### config.mk
export PLATFORM = sky130hd
export DESIGN_NAME = uart_rx_deserializer
export DESIGN_NICKNAME = d
export VERILOG_FILES = /design/src/rtl/uart_rx_deserializer.sv
export SDC_FILE = /design/constraint.sdc
export NUM_CORES = 1
export LEC_CHECK = 0
export ABC_AREA = 1
export BUFFER_PORTS_ARGS = -buffer_cell sky130_fd_sc_hd__buf_2
export CAP_MARGIN = 20
export CORE_MARGIN = 2
export CORE_UTILIZATION = 30
export CTS_BUF_LIST = sky130_fd_sc_hd__clkbuf_8
export CTS_CLUSTER_DIAMETER = 100
export DETAILED_ROUTE_END_ITERATION = 7
export GPL_TIMING_DRIVEN = 0
export PLACE_DENSITY = 0.52
export SETUP_SLACK_MARGIN = 0.02
export SKIP_LAST_GASP = 1
export SYNTH_ARGS = -nofsm -noshare
export SYNTH_HDL_FRONTEND = slang
export SYNTH_SLANG_ARGS = --single-unit
### constraint.sdc
create_clock -name clk -period 1.45 [get_ports clk]
set_clock_uncertainty 0.05 [all_clocks]
set_input_delay 0 -clock clk [delete_from_list [all_inputs] [get_ports clk]]
set_output_delay 0 -clock clk [all_outputs]
set_load 0.02 [all_outputs]
### src/rtl/uart_rx_deserializer.sv
// Purpose: UART receive deserializer, DATA_BITS LSB-first with oversampled mid-bit sampling; optional parity via UART_RX_PARITY_EN.
// Latency: 2 clk synchroniser; valid_o rises 1 clk after the os_tick that samples the stop-bit centre.
// Backpressure: single valid/ready output register; an unconsumed word is overwritten and flagged by a one-clk overrun_o.
module uart_rx_deserializer #(
  parameter int DATA_BITS  = 8,
  parameter int OVERSAMPLE = 16,
  parameter int PARITY_ODD = 0
) (
  input  logic                 clk,
  input  logic                 rst,
  input  logic                 os_tick,
  input  logic                 rx_i,
  input  logic                 ready_i,
  output logic [DATA_BITS-1:0] data_o,
  output logic                 valid_o,
  output logic                 frame_err_o,
  output logic                 parity_err_o,
  output logic                 overrun_o,
  output logic                 busy_o
);

  localparam int TCW = $clog2(OVERSAMPLE);
  localparam int BCW = $clog2(DATA_BITS);

  localparam logic [TCW-1:0] TICK_HALF_LAST = TCW'(OVERSAMPLE / 2 - 1);
  localparam logic [TCW-1:0] TICK_FULL_LAST = TCW'(OVERSAMPLE - 1);
  localparam logic [BCW-1:0] BIT_LAST       = BCW'(DATA_BITS - 1);

  // Elaboration-time guard against illegal configurations.
  if (DATA_BITS < 5 || DATA_BITS > 9) begin : g_bad_data_bits
    $error("uart_rx_deserializer: DATA_BITS must be 5..9");
  end
  if (OVERSAMPLE < 4 || (OVERSAMPLE % 2) != 0) begin : g_bad_oversample
    $error("uart_rx_deserializer: OVERSAMPLE must be even and >= 4");
  end
  if (PARITY_ODD != 0 && PARITY_ODD != 1) begin : g_bad_parity_odd
    $error("uart_rx_deserializer: PARITY_ODD must be 0 or 1");
  end

  typedef enum logic [2:0] {
    IDLE       = 3'd0,
    START      = 3'd1,
    DATA       = 3'd2,
    PARITY     = 3'd3,
    STOP       = 3'd4,
    BREAK_WAIT = 3'd5
  } state_t;

  state_t                 state;
  logic                   rx_meta;
  logic                   rx_s;
  logic [TCW-1:0]         tick_cnt;
  logic [BCW-1:0]         bit_cnt;
  logic [DATA_BITS-1:0]   shift;
  logic                   bit_end;

`ifdef UART_RX_PARITY_EN
  logic                   par_bit;
`else
  assign parity_err_o = 1'b0;
`endif

  // Full bit period elapsed on this tick (DATA / PARITY / STOP sampling point).
  assign bit_end = (tick_cnt == TICK_FULL_LAST);

  // Two-flop synchroniser; idles high so reset never looks like a start bit.
  always_ff @(posedge clk or posedge rst) begin
    if (rst) begin
      rx_meta <= 1'b1;
      rx_s    <= 1'b1;
    end else begin
      rx_meta <= rx_i;
      rx_s    <= rx_meta;
    end
  end

  // Receive FSM, counters, shift register and the output handshake register.
  always_ff @(posedge clk or posedge rst) begin
    if (rst) begin
      state       <= IDLE;
      tick_cnt    <= '0;
      bit_cnt     <= '0;
      shift       <= '0;
      busy_o      <= 1'b0;
      data_o      <= '0;
      valid_o     <= 1'b0;
      frame_err_o <= 1'b0;
      overrun_o   <= 1'b0;
`ifdef UART_RX_PARITY_EN
      par_bit      <= 1'b0;
      parity_err_o <= 1'b0;
`endif
    end else begin
      overrun_o <= 1'b0;
      // Consumer handshake; a load later in this block takes priority.
      if (valid_o && ready_i) begin
        valid_o <= 1'b0;
      end

      if (os_tick) begin
        case (state)
          IDLE: begin
            if (!rx_s) begin
              state    <= START;
              tick_cnt <= '0;
              busy_o   <= 1'b1;
            end
          end

          START: begin
            if (tick_cnt == TICK_HALF_LAST) begin
              tick_cnt <= '0;
              bit_cnt  <= '0;
              if (!rx_s) begin
                state <= DATA;
              end else begin
                // Too short to be a start bit: drop silently.
                state  <= IDLE;
                busy_o <= 1'b0;
              end
            end else begin
              tick_cnt <= tick_cnt + 1'b1;
            end
          end

          DATA: begin
            if (bit_end) begin
              tick_cnt <= '0;
              shift    <= {rx_s, shift[DATA_BITS-1:1]};
              if (bit_cnt == BIT_LAST) begin
                bit_cnt <= '0;
`ifdef UART_RX_PARITY_EN
                state   <= PARITY;
`else
                state   <= STOP;
`endif
              end else begin
                bit_cnt <= bit_cnt + 1'b1;
              end
            end else begin
              tick_cnt <= tick_cnt + 1'b1;
            end
          end

`ifdef UART_RX_PARITY_EN
          PARITY: begin
            if (bit_end) begin
              tick_cnt <= '0;
              par_bit  <= rx_s;
              state    <= STOP;
            end else begin
              tick_cnt <= tick_cnt + 1'b1;
            end
          end
`endif

          STOP: begin
            if (bit_end) begin
              tick_cnt    <= '0;
              data_o      <= shift;
              frame_err_o <= !rx_s;
              valid_o     <= 1'b1;
              // Overwrite of a held word is only an overrun if it was not taken this cycle.
              overrun_o   <= valid_o && !ready_i;
`ifdef UART_RX_PARITY_EN
              parity_err_o <= ((^shift) ^ par_bit) != 1'(PARITY_ODD);
`endif
              if (rx_s) begin
                state  <= IDLE;
                busy_o <= 1'b0;
              end else begin
                // Line held low (break): wait for idle before re-arming.
                state <= BREAK_WAIT;
              end
            end else begin
              tick_cnt <= tick_cnt + 1'b1;
            end
          end

          BREAK_WAIT: begin
            if (rx_s) begin
              state  <= IDLE;
              busy_o <= 1'b0;
            end
          end

          default: begin
            state  <= IDLE;
            busy_o <= 1'b0;
          end
        endcase
      end
    end
  end

endmodule

==> results of run 1 <==
## per-stage QoR
| step | hold WS (ns) | std cells |
|---|---|---|
| final | 0.1584 | 298 |
| after global routing | 0.1833 | 298 |
| after CTS | 0.1553 | 294 |
| after detailed placement | 0.01995 | 276 |
| after global placement | 0.05490 | 275 |
| after floorplan | -0.04552 | 187 |
## logic make-up (layout without fill, tap and decap cells)
| family | Yosys count | count (layout) | share of synthesized area, % |
|---|---|---|---|
| AO/OA/AOI/OAI | 27 | 27 | 12.20 |
| XOR/XNOR | 1 | 1 | 0.5272 |
| adder cells (fa/ha/maj) | 3 | 3 | 2.259 |
| buffers and inverters | 27 | 65 | 7.454 |
| flip-flops | 32 | 32 | 48.34 |
| other | 1 | 1 | 0.2257 |
| AND/OR/NAND/NOR | 96 | 97 | 28.99 |
## cell usage after synthesis (all sizes together)
master | count | share of area, %
nor2 | 22 | 6.9
buf | 3 | 2.0
nand3b | 1 | 0.45
dfrtp | 30 | 45
inv | 24 | 5.4
o21ai | 27 | 12
nand3 | 14 | 6.3
conb | 1 | 0.23
xor2 | 1 | 0.53
dfstp | 2 | 3.2
nand2 | 59 | 15
ha | 3 | 2.3
## final cells by class
| cell class | instances | area (um2) |
|---|---|---|
| Fill cell | 563 | 3243 |
| Clock inverter | 3 | 42.54 |
| Sequential cell | 32 | 805.8 |
| Multi-Input combinational cell | 129 | 814.5 |
| Buffer | 3 | 47.55 |
| Timing Repair Buffer | 30 | 234.0 |
| Tap cell | 72 | 90.09 |
| Clock buffer | 5 | 68.82 |
| Inverter | 24 | 92.59 |
## sequential cells by signal, indices dropped and copies added, names as in the netlist
name	cells
bit_cnt	3
busy_o	1
data_o	8
frame_err_o	1
overrun_o	1
rx_meta	1
rx_s	1
shift	8
state	3
tick_cnt	4
valid_o	1
## tightest hold or removal path, cell delays in order
cell,delay [ns]
buf_2,0.11
inv_1,0.10
nor2_1,0.07
nand2_2,0.10
o21ai_1,0.06
## worst paths after layout
| path | startpoint | end | slack, ns | depth (start not counted) |
|---|---|---|---|---|
| max | tick_cnt[1] | data_o[5] | 0.06 | 6 |
| max in group asynchronous | rst | tick_cnt[2] | 0.61 | 4 |
| min reg2reg | rx_meta | rx_s | 0.31 | 0 |
| max reg2reg | tick_cnt[1] | data_o[5] | 0.06 | 6 |
| min | os_tick | bit_cnt[1] | 0.16 | 5 |
| min in group asynchronous | rst | bit_cnt[0] | 0.25 | 3 |
## power groups by stage
stage | combinational [mW] | sequential (mW) | clock, mW
6_report | 0.948 | 1.10 | 0.854
5_1_grt | 1.07 | 1.11 | 0.936
4_1_cts | 0.883 | 1.09 | 0.894
3_5_place_dp | 0.792 | 1.11 | 0
3_3_place_gp | 0.783 | 1.11 | 0
2_1_floorplan | 0.625 | 1.10 | 0
## repair_timing
action | CTS | global route
gates cloned | 1 | 1
pin swaps | 3 | 7
endpoints found under the hold margin | 11 | 0
endpoints found under the setup margin | 24 | 25
gates resized for setup | 2 | 27
hold buffers | 3 | 0
buffers inserted | 6 | 3
## per-layer routing
| metal | global-route usage [%] | vias up | share of wire, % |
|---|---|---|---|
| li1 | - | 661 | - |
| met1 | 16.16 | 586 | 49 |
| met2 | 19.14 | 23 | 46 |
| met3 | 4.253 | 6 | 3.9 |
| met4 | 4.737 | 0 | 1.6 |
| met5 | 0 | - | 0 |
==> results.ini, run 1 <==
[status]
status = finished, final reports clean

[drt]
wire_per_inst_um = 11.08
first_iter_violations = 56
drt-pass1-iter-count = 4
drcViolationCount = 0
wirelength_um = 3303
vias = 1276
via_per_inst = 4.282
antenna_left = 0

[cts]
cts.clk_slew.worst_paths_ns = 0.07
root_buffer = clkbuf_8
h-tree-depth = 2
clk_latency_ns = 0.28
cts_buffer_depth = 2
cts_tree = done
cts_num_sinks = 32
numCtsBuffers = 5

[power]
leakage_nw = 1.068
pwr-share-seq_pct = 37.8
p_comb_share_pct = 32.7
p_clk_share_pct = 29.5
intPower_mw = 1.850
p_switching_mw = 1.047
p_total_mw = 2.897
ir_drop_mv = 0.5343
power_per_cell_area_nw_per_um2 = 1319
p_sw_share_pct = 36.16

[setup_path]
criticalPathCategory = flip-flop to flip-flop
critPathTopFamily = simple AND/OR/NAND/NOR gates
crit_fanout = 6
max_stage_delay_ns = 0.39
worstPathCellList = ha_4 > nand3_4 > nor2_4 > nand2_4 > clkbuf_16 > o21ai_2
critical_path_arrival_ns = 1.55
critPathRequiredTime_ns = 1.62
cp-end-kind = flip-flop
critPathSlowestCell = dfrtp_1
startpoint_type = flip-flop
path_buf_inv = 1

[global_route]
gr-total-overflow = 0
gr-usage-all-layers_pct = 12.44
grt_pass1_wl_um = 5947
grt_pass1_vias = 1271
grt_max_degree = 23
antenna_found_initial = 0

[final_layout]
area_growth_pct = 32.15
fin_area_um2 = 2196
final_cell_mix = nand2_1, dfrtp_1, inv_1, buf_2, o21ai_2
utilization_pct = 40.37
nets = 233
antenna_cells = 0
final_common_cell = nand2_1
drive_above_1_share_pct = 43.81

[placed_design]
io_buffers = 16
dp_hpwl_um = 2196
dpl_cell_area_um2 = 1859
pre_cts_ws_ns = -0.09124
place_congestion = 0.8444

[yosys]
mappedNetlistNets = 195
syn_area_um2 = 1662
yosysWarningCount = 0
synth_cell_types = 24
ys_ff_latch = 32
synth-seq-area-share_pct = 48.34
syn_inst = 187
syn_avg_cell_area_um2 = 8.886

[min_path]
min_path_type = primary input to flip-flop

[floorplanning]
start_util_pct = 30.55
die_w_um = 78.42
fp.dieH_um = 78.42
std_cell_rows = 27
core-area_um2 = 5439
pin_count = 18
dieArea_um2 = 6150

[flow_run]
cap_violations = 0

[sta]
rsz0062_at_grt = true
finalCritPeriodShare_pct = 95.59
post-route-min-period_ns = 1.386
setup_viol = 0
drv_slew = 0
worstMarginPinSlew_ns = 0.5406
hold_viol_final = 0
finalWorstSetupSlack_ns = 0.06402
relSlewSlack_pct = 63.92
fmax_mhz = 721.5
finalSetupTns_ns = 0

Power figures use the tool's default switching activity.
==> run 2, diff against run 1 <==
--- a/config.mk
+++ b/config.mk
@@ -8,13 +8,13 @@
 export ABC_AREA = 1
 export BUFFER_PORTS_ARGS = -buffer_cell sky130_fd_sc_hd__buf_2
 export CAP_MARGIN = 20
-export CORE_MARGIN = 2
 export CORE_UTILIZATION = 30
 export CTS_BUF_LIST = sky130_fd_sc_hd__clkbuf_8
 export CTS_CLUSTER_DIAMETER = 100
 export DETAILED_ROUTE_END_ITERATION = 7
 export GPL_TIMING_DRIVEN = 0
 export PLACE_DENSITY = 0.52
+export REMOVE_ABC_BUFFERS = 1
 export SETUP_SLACK_MARGIN = 0.02
 export SKIP_LAST_GASP = 1
 export SYNTH_ARGS = -nofsm -noshare
==> run 2 against run 1 <==
Effect of this change: die area fell by 5.0%; sequential power barely moved; cell area fell by 3.2%; sequential share of layout area rose by 1.3 points; via count fell by 0.55%; first-iteration DRC count fell by 14%; flip-flop and latch count did not move; critical path type unchanged; highest routed layer unchanged.
==> results.ini, run 2 (synthesis results as in run 1) <==
[sta]
hold_viol_final = 0  ; unchanged
worst_hold_slack_ns = 0.1424  ; was 0.1584 ns
relSlewSlack_pct = 54.26  ; was 63.92%
finalSetupTns_ns = 0  ; unchanged
worstMarginPinSlew_ns = 0.6853  ; was 0.5406 ns
fmax_mhz = 717.2  ; was 721.5 MHz
setup_viol = 0  ; unchanged
post-route-min-period_ns = 1.394  ; was 1.386 ns
drv_slew = 0  ; unchanged
finalCritPeriodShare_pct = 96.16  ; was 95.59%
rsz0062_at_grt = true  ; unchanged

[cts]
cts_buffer_depth = 2  ; unchanged
h-tree-depth = 2  ; unchanged
cts_num_sinks = 32  ; unchanged
cts_tree = done  ; unchanged
clk_latency_ns = 0.28  ; about the same
numCtsBuffers = 5  ; unchanged
cts.clk_slew.worst_paths_ns = 0.07  ; about the same
root_buffer = clkbuf_8  ; unchanged

[floorplanning]
fp.dieH_um = 76.42  ; was 78.42 um
start_util_pct = 31.92  ; was 30.55%
die_w_um = 76.42  ; was 78.42 um
core-area_um2 = 5205  ; was 5439 um2
dieArea_um2 = 5840  ; was 6150 um2
std_cell_rows = 26  ; was 27
pin_count = 18  ; unchanged

[global_route]
grt_max_degree = 20  ; was 23
gr-total-overflow = 0  ; unchanged
gr-usage-all-layers_pct = 11.68  ; was 12.44%
antenna_found_initial = 0  ; unchanged
grt_pass1_wl_um = 5444  ; was 5947 um
grt_pass1_vias = 1253  ; was 1271

[min_path]
min_delay_path_depth = 5  ; unchanged
min_path_type = primary input to flip-flop  ; unchanged

[power]
pwr-share-seq_pct = 38.6  ; was 37.8%
power_per_cell_area_nw_per_um2 = 1348  ; was 1319 nW/um2
p_sw_share_pct = 36.44  ; was 36.16%
p_clk_share_pct = 30.0  ; was 29.5%
leakage_nw = 1.023  ; was 1.068 nW
ir_drop_mv = 0.3875  ; was 0.5343 mV
p_switching_mw = 1.044  ; was 1.047 mW
p_comb_share_pct = 31.4  ; was 32.7%
intPower_mw = 1.821  ; was 1.850 mW

[final_layout]
reg_top3 = data_o: 8 flops, shift: 8 flops, tick_cnt: 4 flops  ; unchanged
final_cell_mix = nand2_1, dfrtp_1, inv_1, buf_2, o21ai_2  ; unchanged
nets = 227  ; was 233
final_cells = 290  ; was 298
fin_area_um2 = 2126  ; was 2196 um2
final_common_cell = nand2_1  ; unchanged
drive_above_1_share_pct = 40.00  ; was 43.81%
area_growth_pct = 27.94  ; was 32.15%
antenna_cells = 0  ; unchanged

[setup_path]
r2r_setup_slack_ns = 0.06  ; about the same
startpoint_type = flip-flop  ; unchanged
critPathRequiredTime_ns = 1.57  ; was 1.62 ns
criticalPathCategory = flip-flop to flip-flop  ; unchanged
cp-end-kind = flip-flop  ; unchanged
critical_path_arrival_ns = 1.51  ; was 1.55 ns
reg2reg_depth = 7  ; was 6
crit_fanout = 10  ; was 6

[placed_design]
dp_hpwl_um = 2104  ; was 2196 um
place_congestion = 0.8358  ; was 0.8444
io_buffers = 16  ; unchanged
dp_cells = 271  ; was 276
dpl_cell_area_um2 = 1823  ; was 1859 um2

[drt]
wire_per_inst_um = 11.11  ; was 11.08 um
wirelength_um = 3221  ; was 3303 um
vias = 1269  ; was 1276
drt-pass1-iter-count = 4  ; unchanged
antenna_left = 0  ; unchanged
first_iter_violations = 48  ; was 56
via_per_inst = 4.376  ; was 4.282
drcViolationCount = 0  ; unchanged

[status]
status = finished, final reports clean  ; unchanged

[flow_run]
cap_violations = 0  ; unchanged

## run 2: changes by cell type in the layout (fill, tap and decap cells not counted), sizes merged
cell    previous run  this run
nand2             60        61
clkbuf             6         5
buf               29        23
## run 2: stage by stage
| stage | power (mW) | setup WS [ns] | util, % |
|---|---|---|---|
| finish | 2.865 | 0.05572 | 40.84 |
| global route | 3.050 | -0.02898 | 40.84 |
| CTS | 2.818 | 0.02226 | 38.17 |
| detailed placement | 1.899 | -0.09424 | 35.02 |
| global placement | 1.894 | -0.1037 | 34.50 |
| floorplan | 1.726 | 0.08739 | - |
## run 2: power by group through the flow
stage | Sequential, mW | Clock (mW) | Combinational [mW]
2_1_floorplan | 1.10 | 0 | 0.622
3_3_place_gp | 1.11 | 0 | 0.786
3_5_place_dp | 1.11 | 0 | 0.791
4_1_cts | 1.09 | 0.887 | 0.837
5_1_grt | 1.11 | 0.915 | 1.02
6_report | 1.10 | 0.860 | 0.901
## run 2: repair_timing
item	4_1_cts	5_1_grt
buffers inserted	1	5
hold buffers	3	0
gates resized for setup	3	18
cloned	0	2
setup endpoints to repair	24	26
endpoints found under the hold margin	18	0
pin swaps	1	5
## run 2: worst paths after layout
| path | startpoint | endpoint |
|---|---|---|
| max | tick_cnt[1] | data_o[7] |
| min | os_tick | tick_cnt[3] |
| max reg2reg | tick_cnt[1] | data_o[7] |
| min reg2reg | rx_meta | rx_s |
| max in group asynchronous | rst | rx_s |
| min in group asynchronous | rst | bit_cnt[1] |
## run 2: layer usage
metal	vias to the layer above	global-route usage [%]	part of all wire (%)
met5	-	0	0
met4	0	5.769	1.6
met3	5	2.515	1.9
met2	12	19.91	49
met1	600	13.83	48
li1	652	-	-
## run 2: final cells by class
type / count / area [um2]
tap: 70 / 87.58
clock buffer: 5 / 68.82
sequential: 32 / 807.0
clock inverter: 3 / 42.54
fill: 536 / 3079
inverter: 24 / 90.09
timing repair buffer: 26 / 195.2
multi-input combinational: 130 / 834.6
## run 2: worst max-delay path, cell delays in order, from the launching register on
cell	delay, ns
dfrtp_1	0.40
ha_4	0.19
nand3_4	0.11
nor2_4	0.15
buf_12	0.15
nand2_8	0.08
nand2_1	0.09
o21ai_2	0.05
==> run 3, diff against run 2 <==
--- a/config.mk
+++ b/config.mk
@@ -6,7 +6,7 @@
 export NUM_CORES = 1
 export LEC_CHECK = 0
 export ABC_AREA = 1
-export BUFFER_PORTS_ARGS = -buffer_cell sky130_fd_sc_hd__buf_2
+export BUFFER_PORTS_ARGS = -buffer_cell sky130_fd_sc_hd__buf_4
 export CAP_MARGIN = 20
 export CORE_UTILIZATION = 30
 export CTS_BUF_LIST = sky130_fd_sc_hd__clkbuf_8
==> run 3 against run 2 <==
Effect of this change: non-clock buffer count rose by 2; sequential share of layout area fell by 1.8 points; flip-flop and latch count did not move; utilization rose by 2.0 points; power rose by 3.0%; clock power fell by 2%; cell count rose by 1.0%; clock-buffer cell count did not move; combinational power rose by 11%; largest cell class unchanged.
==> results.ini, run 3 (synthesis results as in run 1) <==
[sta]
post-route-min-period_ns = 1.410  ; was 1.394 ns
drv_slew = 0  ; unchanged
worstMarginPinSlew_ns = 0.6423  ; was 0.6853 ns
finalCritPeriodShare_pct = 97.25  ; was 96.16%
worst_hold_slack_ns = 0.08275  ; was 0.1424 ns
hold_viol_final = 0  ; unchanged
relSlewSlack_pct = 57.13  ; was 54.26%
fmax_mhz = 709.2  ; was 717.2 MHz
rsz0062_at_grt = true  ; unchanged
setup_viol = 0  ; unchanged

[floorplanning]
die_w_um = 76.42  ; unchanged
pin_count = 18  ; unchanged
fp.dieH_um = 76.42  ; unchanged
start_util_pct = 31.92  ; unchanged
dieArea_um2 = 5840  ; unchanged
core-area_um2 = 5205  ; unchanged
std_cell_rows = 26  ; unchanged

[final_layout]
final_cell_mix = nand2_1, dfrtp_1, buf_4  ; was nand2_1, dfrtp_1, inv_1, buf_2, o21ai_2
nets = 230  ; was 227
drive_above_1_share_pct = 46.64  ; was 40.00%
final_cells = 293  ; was 290
antenna_cells = 0  ; unchanged
reg_top3 = data_o: 8 flops, shift: 8 flops, tick_cnt: 4 flops  ; unchanged
area_growth_pct = 34.26  ; was 27.94%
final_common_cell = nand2_1  ; unchanged

[cts]
cts_num_sinks = 32  ; unchanged
clk_latency_ns = 0.29  ; was 0.28 ns
cts.clk_slew.worst_paths_ns = 0.07  ; about the same
h-tree-depth = 2  ; unchanged
cts_tree = done  ; unchanged
root_buffer = clkbuf_8  ; unchanged
cts_buffer_depth = 2  ; unchanged
numCtsBuffers = 5  ; unchanged

[drt]
drt-pass1-iter-count = 2  ; was 4
wire_per_inst_um = 11.47  ; was 11.11 um
first_iter_violations = 80  ; was 48
drcViolationCount = 0  ; unchanged
wirelength_um = 3362  ; was 3221 um
antenna_left = 0  ; unchanged
vias = 1250  ; was 1269
via_per_inst = 4.266  ; was 4.376

[global_route]
antenna_found_initial = 0  ; unchanged
gr-usage-all-layers_pct = 12.29  ; was 11.68%
grt_max_degree = 20  ; unchanged
grt_pass1_vias = 1290  ; was 1253
gr-total-overflow = 0  ; unchanged
grt_pass1_wl_um = 5637  ; was 5444 um

[power]
ir_drop_mv = 0.6514  ; was 0.3875 mV
leakage_nw = 1.032  ; was 1.023 nW
p_total_mw = 2.951  ; was 2.865 mW
power_per_cell_area_nw_per_um2 = 1323  ; was 1348 nW/um2

[setup_path]
critPathRequiredTime_ns = 1.58  ; was 1.57 ns
crit_fanout = 8  ; was 10
startpoint_type = flip-flop  ; unchanged
critPathSlowestCell = dfrtp_1  ; unchanged
criticalPathCategory = flip-flop to flip-flop  ; unchanged
cp-end-kind = flip-flop  ; unchanged
worstPathCellList = ha_4 > nand3_4 > nor2_4 > buf_4 > nand2_8 > nand2_1 > o21ai_2  ; was ha_4 > nand3_4 > nor2_4 > buf_12 > nand2_8 > nand2_1 > o21ai_2
critical_path_arrival_ns = 1.54  ; was 1.51 ns
max_stage_delay_ns = 0.40  ; about the same

[status]
status = finished, final reports clean  ; unchanged

[placed_design]
io_buffers = 16  ; unchanged
place_congestion = 0.8147  ; was 0.8358
dp_hpwl_um = 2152  ; was 2104 um
dp_cells = 271  ; unchanged

[flow_run]
cap_violations = 0  ; unchanged

[min_path]
min_path_type = primary input to flip-flop  ; unchanged

run 3: cell types whose count changed in the layout (fill, tap and decap cells not counted), moves of 2 or more:
cell     previous run  this run
buf_2              16         0
buf_4               5        23
nand2_1            50        39
nand2_2             5        16
nand2_8             2         4
nor2_1             12         9
nor2_2              4         7
run 3: final timing paths:
check                      cells past startpoint  slack, ns           to         from
hold / removal                                 5       0.08  tick_cnt[3]      os_tick
setup / recovery                               7       0.04     shift[4]  tick_cnt[1]
min in group asynchronous                      3       0.31    data_o[4]          rst
max in group asynchronous                      4       0.53  frame_err_o          rst
hold reg to reg                                0       0.31         rx_s      rx_meta
setup reg to reg                               7       0.04     shift[4]  tick_cnt[1]
run 3: timing repair:
item	in CTS	in global routing
endpoints found under the setup margin	24	26
cloned	0	3
gates resized for setup	3	37
hold endpoints to repair	15	0
hold buffers	3	0
pin swaps	2	8
buffers inserted	5	3
run 3: area by class of cell:
type / count / area [um2]
Clock buffer: 5 / 68.82
Fill cell: 520 / 2974
Timing Repair Buffer: 28 / 245.2
Inverter: 24 / 92.59
Clock inverter: 3 / 38.79
Tap cell: 70 / 87.58
Multi-Input combinational cell: 131 / 892.1
Sequential cell: 32 / 805.8
run 3: per-stage QoR:
stage               util (%)  cell area [um2]  worst slack [ns]  TNS (ns)
floorplan                  -             1628           0.08739         0
global placement       35.26             1836          -0.08696   -0.6649
detailed placement     35.79             1863          -0.08571   -0.7271
CTS                    39.45             2053           0.01975         0
global route           42.86             2231          -0.01683   -0.1315
finish                 42.86             2231           0.03994         0
run 3: report_power, final:
| group | switching (mW) | internal, mW | leakage [nW] |
|---|---|---|---|
| Combinational | 0.624 | 0.378 | 0.541 |
| Clock | 0.342 | 0.503 | 0.0593 |
| Sequential | 0.121 | 0.983 | 0.432 |
| Total | 1.09 | 1.86 | 1.03 |
run 3: per-layer routing:
metal	share of wire (%)	global-route usage, %	vias to the layer above	routed length, um
met5	0	0	-	0
met4	1.8	6.346	0	62
met3	2.4	4.192	5	82
met2	48	19.46	10	1619
met1	48	14.71	572	1597
li1	-	-	663	-
run 3: critical path: cells and delay by family, from the launching register on:
kind                       cells  cell delay [ns]
AOI/OAI and AO/OA              1             0.05
DFF                            1             0.40
and+or+nand+nor                4             0.44
adders and majority gates      1             0.19
buffers and inverters          1             0.17
